File: config.mk
export PLATFORM = sky130hd
export DESIGN_NAME = seg_frame_sender
export DESIGN_NICKNAME = d
export VERILOG_FILES = /design/src/rtl/seg_frame_sender.sv
export SDC_FILE = /design/constraint.sdc
export NUM_CORES = 1
export LEC_CHECK = 0
export CAP_MARGIN = 0
export CORE_ASPECT_RATIO = 0.9
export CORE_UTILIZATION = 50
export DETAILED_ROUTE_END_ITERATION = 10
export GPL_TIMING_DRIVEN = 1
export PLACE_DENSITY = 0.74
export SLEW_MARGIN = 20
export SYNTH_ARGS = -nofsm -noshare
export SYNTH_HDL_FRONTEND = slang
export SYNTH_SLANG_ARGS = --single-unit
File: constraint.sdc
create_clock -name clk -period 4.6 [get_ports clk]
set_input_delay 0.92 -clock clk [delete_from_list [all_inputs] [get_ports clk]]
set_output_delay 0.92 -clock clk [all_outputs]
set_load 0.01 [all_outputs]
File: src/rtl/seg_frame_sender.sv
// Serialises 24-bit segment/LED frames MSB first to a display shift register, then latches them.
// Optional macro FRAME_REPEAT_EN: resend the last accepted frame after IDLE_REFRESH idle cycles.
module seg_frame_sender #(
  parameter int unsigned CLK_DIV      = 4,
  parameter int unsigned IDLE_REFRESH = 256
) (
  input  logic        clk,
  input  logic        rst_n,
  input  logic        frame_valid,
  input  logic [23:0] frame_data,
  output logic        frame_ready,
  output logic        sclk,
  output logic        sdata,
  output logic        slatch,
  output logic        busy
);

  if (CLK_DIV < 1 || CLK_DIV > 255) begin : g_bad_clk_div
    $error("seg_frame_sender: CLK_DIV must be in 1..255");
  end
  if (IDLE_REFRESH < 1 || IDLE_REFRESH > 65535) begin : g_bad_idle_refresh
    $error("seg_frame_sender: IDLE_REFRESH must be in 1..65535");
  end

  typedef enum logic [2:0] {
    IDLE,
    SHIFT_LO,
    SHIFT_HI,
    LATCH,
    GAP
  } state_e;

  localparam logic [7:0] DIV_LAST = 8'(CLK_DIV - 1);

  state_e      state_q;
  logic [23:0] shift_q;
  logic [4:0]  bit_cnt_q;
  logic [7:0]  div_q;
  logic        sclk_q;
  logic        sdata_q;
  logic        slatch_q;
  logic        busy_q;
  logic        ready_q;

  logic        div_done;
  logic        start_d;
  logic [23:0] start_data_d;

  assign div_done = (div_q == DIV_LAST);

`ifdef FRAME_REPEAT_EN
  localparam logic [15:0] REFRESH_LAST = 16'(IDLE_REFRESH - 1);

  logic [23:0] hold_q;
  logic [15:0] refresh_q;
  logic        have_frame_q;
  logic        refresh_due;

  assign refresh_due = have_frame_q && (refresh_q == REFRESH_LAST);

  // A fresh frame from the requester always beats a pending resend.
  always_comb begin
    start_d      = 1'b0;
    start_data_d = frame_data;
    if (ready_q && frame_valid) begin
      start_d = 1'b1;
    end else if (ready_q && refresh_due) begin
      start_d      = 1'b1;
      start_data_d = hold_q;
    end
  end

  always_ff @(posedge clk or negedge rst_n) begin
    if (!rst_n) begin
      hold_q       <= '0;
      refresh_q    <= '0;
      have_frame_q <= 1'b0;
    end else begin
      if (ready_q && frame_valid) begin
        hold_q       <= frame_data;
        have_frame_q <= 1'b1;
      end
      if (state_q != IDLE || start_d) begin
        refresh_q <= '0;
      end else if (refresh_q != REFRESH_LAST) begin
        refresh_q <= refresh_q + 16'd1;
      end
    end
  end
`else
  assign start_d      = ready_q & frame_valid;
  assign start_data_d = frame_data;
`endif

  // Every timed state lasts exactly CLK_DIV cycles; outputs are registered with the state.
  always_ff @(posedge clk or negedge rst_n) begin
    if (!rst_n) begin
      state_q   <= IDLE;
      shift_q   <= '0;
      bit_cnt_q <= '0;
      div_q     <= '0;
      sclk_q    <= 1'b0;
      sdata_q   <= 1'b0;
      slatch_q  <= 1'b0;
      busy_q    <= 1'b0;
      ready_q   <= 1'b0;
    end else begin
      case (state_q)
        IDLE: begin
          ready_q <= 1'b1;
          if (start_d) begin
            shift_q   <= start_data_d;
            bit_cnt_q <= 5'd23;
            div_q     <= '0;
            sclk_q    <= 1'b0;
            sdata_q   <= start_data_d[23];
            slatch_q  <= 1'b0;
            busy_q    <= 1'b1;
            ready_q   <= 1'b0;
            state_q   <= SHIFT_LO;
          end
        end
        SHIFT_LO: begin
          if (div_done) begin
            div_q   <= '0;
            sclk_q  <= 1'b1;
            state_q <= SHIFT_HI;
          end else begin
            div_q <= div_q + 8'd1;
          end
        end
        SHIFT_HI: begin
          if (div_done) begin
            div_q   <= '0;
            sclk_q  <= 1'b0;
            shift_q <= {shift_q[22:0], 1'b0};
            if (bit_cnt_q == 5'd0) begin
              slatch_q <= 1'b1;
              state_q  <= LATCH;
            end else begin
              bit_cnt_q <= bit_cnt_q - 5'd1;
              sdata_q   <= shift_q[22];
              state_q   <= SHIFT_LO;
            end
          end else begin
            div_q <= div_q + 8'd1;
          end
        end
        LATCH: begin
          if (div_done) begin
            div_q    <= '0;
            slatch_q <= 1'b0;
            state_q  <= GAP;
          end else begin
            div_q <= div_q + 8'd1;
          end
        end
        GAP: begin
          if (div_done) begin
            div_q   <= '0;
            sdata_q <= 1'b0;
            busy_q  <= 1'b0;
            ready_q <= 1'b1;
            state_q <= IDLE;
          end else begin
            div_q <= div_q + 8'd1;
          end
        end
        default: begin
          div_q    <= '0;
          sclk_q   <= 1'b0;
          sdata_q  <= 1'b0;
          slatch_q <= 1'b0;
          busy_q   <= 1'b0;
          ready_q  <= 1'b0;
          state_q  <= IDLE;
        end
      endcase
    end
  end

  assign frame_ready = ready_q;
  assign sclk        = sclk_q;
  assign sdata       = sdata_q;
  assign slatch      = slatch_q;
  assign busy        = busy_q;

endmodule

==> results by group <==
Pwr
  – Power Density: about 270 nW/um^2
  – LEAKAGE: roughly 1.1 nW
  – Worst IR Drop VDD: about 0.18 mV

Routing
  – Initial drt markers: 88
  – DR vias: between 1500 and 2000
  – DRC: 0
  – Via density: 5.87
  – Routed length per instance: 15.0 microns
  – WL final: approximately 4700 microns
  – DRT antenna net count: 0
  – Drt first pass iters: 4

Floorplanning
  – Initial Util: 0.528
  – # IOs: 32
  – Die W: between 70 and 80 microns
  – Core area: around 4500 sq um
  – Die Y: 67.6 microns
  – Die Footprint: 5060 sq um
  – Row count: 23

Cells and area
  – Final core occ: 0.621
  – Share of layout cells above drive strength 1: 0.0870
  – Most common cell after layout, fill and taps aside: dfrtp_1
  – Most frequent cells in the layout: dfrtp_1, o21ai_0, clkdlybuf4s50_1, mux2i_1, o21ai_1
  – Fillcell total: 371
  – Register area: between 1000 and 1500 sq um
  – Diode count: 0
  – Area growth from synthesis to layout: 17.6%
  – Area of the multi-input gates: ~1200 sq um
  – Fin nets: approximately 280
  – Post-route insts no fill: 315

Worst setup path
  – Crit start category: input port
  – CP arrival: 2.87 ns
  – Worst Setup End Kind: flop
  – R2R setup slack: 2.15 ns
  – Worst EP required: ~4.8 ns
  – Worst setup path class: input port to flop
  – Worst-path fanout max: 24

Placement
  – IO Port Bufs: 31
  – Placed Cells: roughly 310
  – Hpwl dp: about 3000 microns
  – Placer Congestion: 0.805

Logic synthesis
  – Syn Area/Cell: between 10 and 15 sq um
  – Synth warnings: 0
  – Sequential share of the synthesized area: 0.461
  – Mapped Cells: 231
  – Post-synth cell types: 53
  – Mapped Area: approximately 2400 sq um
  – Number of synthesized register bits: 44
  – Syn Nets: between 200 and 300

Timing
  – Setup_tns: 0 ns
  – Final Cycle Share: 0.592
  – Hold Violations, Final: 0
  – Fin Hold WS: roughly 0.52 ns
  – FMAX: ~370 MHz
  – Max_slew headroom: 0.384
  – RSZ-0062 raised after global routing: false
  – Finish-stage setup viols: 0
  – Slew Limit Fails: 0
  – Clock Skew: between 0.004 and 0.005 ns
  – Worst slew pin tran: 0.925 ns
  – Min Tclk post-route: around 2.7 ns

Flow run
  – Maxcap violations: 0

Worst hold path
  – Tightest Hold Check Type: flop to flop

Global route
  – Largest net degree at the start of global routing: between 40 and 50
  – Initial antenna violation count: 0
  – First-pass GRT wire length: around 8400 microns
  – Vias in the first global route: 1720
  – Gr usage total: 0.222
  – GRT overflow: 0

CTS
  – Hold-fix buffers, CTS: 0
  – Post CTS Setup Buffer Count: 0
  – CTS clk-pin slew, worst paths: approximately 0.08 ns
  – Clk buf depth: 2
  – CTS tree: yes
  – Worst-Skew Late Latency: ~0.29 ns
  – Root buffer cell: clkbuf_8
  – Num CTS Buffers: 5
  – H-Tree Depth: 2
  – Resized Gates After CTS: 0
  – CTS sink count: 44

Run status
  – Status: finished clean
## critical path, cell delays in order
cell and delay [ns]:
clkdlybuf4s50_1 0.51, and3b_1 0.22, a31oi_2 0.13, buf_4 0.26, or2_1 0.62, o21ai_0 0.19
## layout make-up
cell class              count  area share
flip-flops and latches     44       0.392
inverters                   4     0.00535
well taps                  62      0.0276
repair buffers             32       0.112
clock inverters             2      0.0214
clock buffers               5      0.0245
multi-input cells         166       0.417
## metrics by stage
stage	worst slack, ns	power (W)	cell area, sq um
after detailed placement	1.56	0.000425	2680
final	1.88	0.000755	2810
after floorplan	2.65	0.000395	2390
after global placement	1.64	0.000425	2680
after global routing	1.74	0.000782	2810
after CTS	1.89	0.000765	2810
## registers in the layout, indices dropped and copies added, names as in the netlist
name	count
bit_cnt_q	5
frame_ready	1
sdata	1
state_q	3
busy	1
sclk	1
shift_q	23
div_q	8
slatch	1
## report_power, final
group / switching [W] / leakage (nW) / total [W] / internal [W]
logic: 0.0000107 / 0.483 / 0.0000301 / 0.0000194
registers: 0 / 0.584 / 0.000386 / 0.000386
clock network: 0.000125 / 0.0642 / 0.000338 / 0.000214
## per-layer routing
layer / wire (microns) / GRT usage / vias to the layer above
li1: - / - / 907
met1: 2410 / 0.346 / 905
met2: 2080 / 0.297 / 33
met3: 183 / 0.0507 / 5
met4: 46 / 0.0731 / 0
met5: 0 / 0 / -
## cells in the mapped netlist (all sizes together)
master   count  share of area
a211o        1         0.0037
mux2i       24           0.10
or4b         1         0.0058
nor2        15          0.028
dfrtp       44           0.46
o211a        1         0.0042
or3          2         0.0052
o21ai       50           0.10
mux2         1         0.0063
nand2        5         0.0079
a22oi        5          0.016
o211ai       1         0.0031
xnor2        3          0.011
nand3        3         0.0063
inv          4         0.0063
a2111o       1         0.0047
a31oi        4          0.013
or3b         2         0.0073
o41ai        1         0.0037
and3         2         0.0052
nand2b       1         0.0026
a31o         1         0.0037
and3b        1         0.0037
or2          3         0.0079
a21oi        5          0.010
o2bb2ai      2         0.0073
o22a         1         0.0037
xor2         5          0.018
nor4b        2          0.016
a311oi       1         0.0037
nand4        4          0.010
nor3b        1         0.0052
a211oi       5          0.016
nor3         3         0.0084
clkbuf       6         0.0094
and4         1         0.0037
o311ai       1         0.0037
a32o         1         0.0042
o21a         1         0.0031
o32a         1         0.0042
a22o         1         0.0037
o31ai        1         0.0031
buf         11          0.033
ha           2          0.010
## logic make-up (layout without fill, tap and decap cells)
kind of cell	count (synthesis)	after routing	synth area share
compound gates	85	85	0.220
simple gates	46	46	0.124
flops	44	44	0.461
mux	25	25	0.107
buf+inv	21	43	0.0487
xor+xnor	8	8	0.0294
fa+ha+maj	2	2	0.0105
## final timing paths
check                              end  cells after the start   startpoint
min in group asynchronous  shift_q[18]                      1        rst_n
setup / recovery           shift_q[13]                      6  frame_valid
hold reg to reg             shift_q[9]                      2   shift_q[9]
setup reg to reg           shift_q[13]                      3   state_q[2]
hold / removal              shift_q[9]                      2   shift_q[9]
max in group asynchronous     div_q[5]                      1        rst_n
No activity file was read; power rests on OpenSTA's default activity.
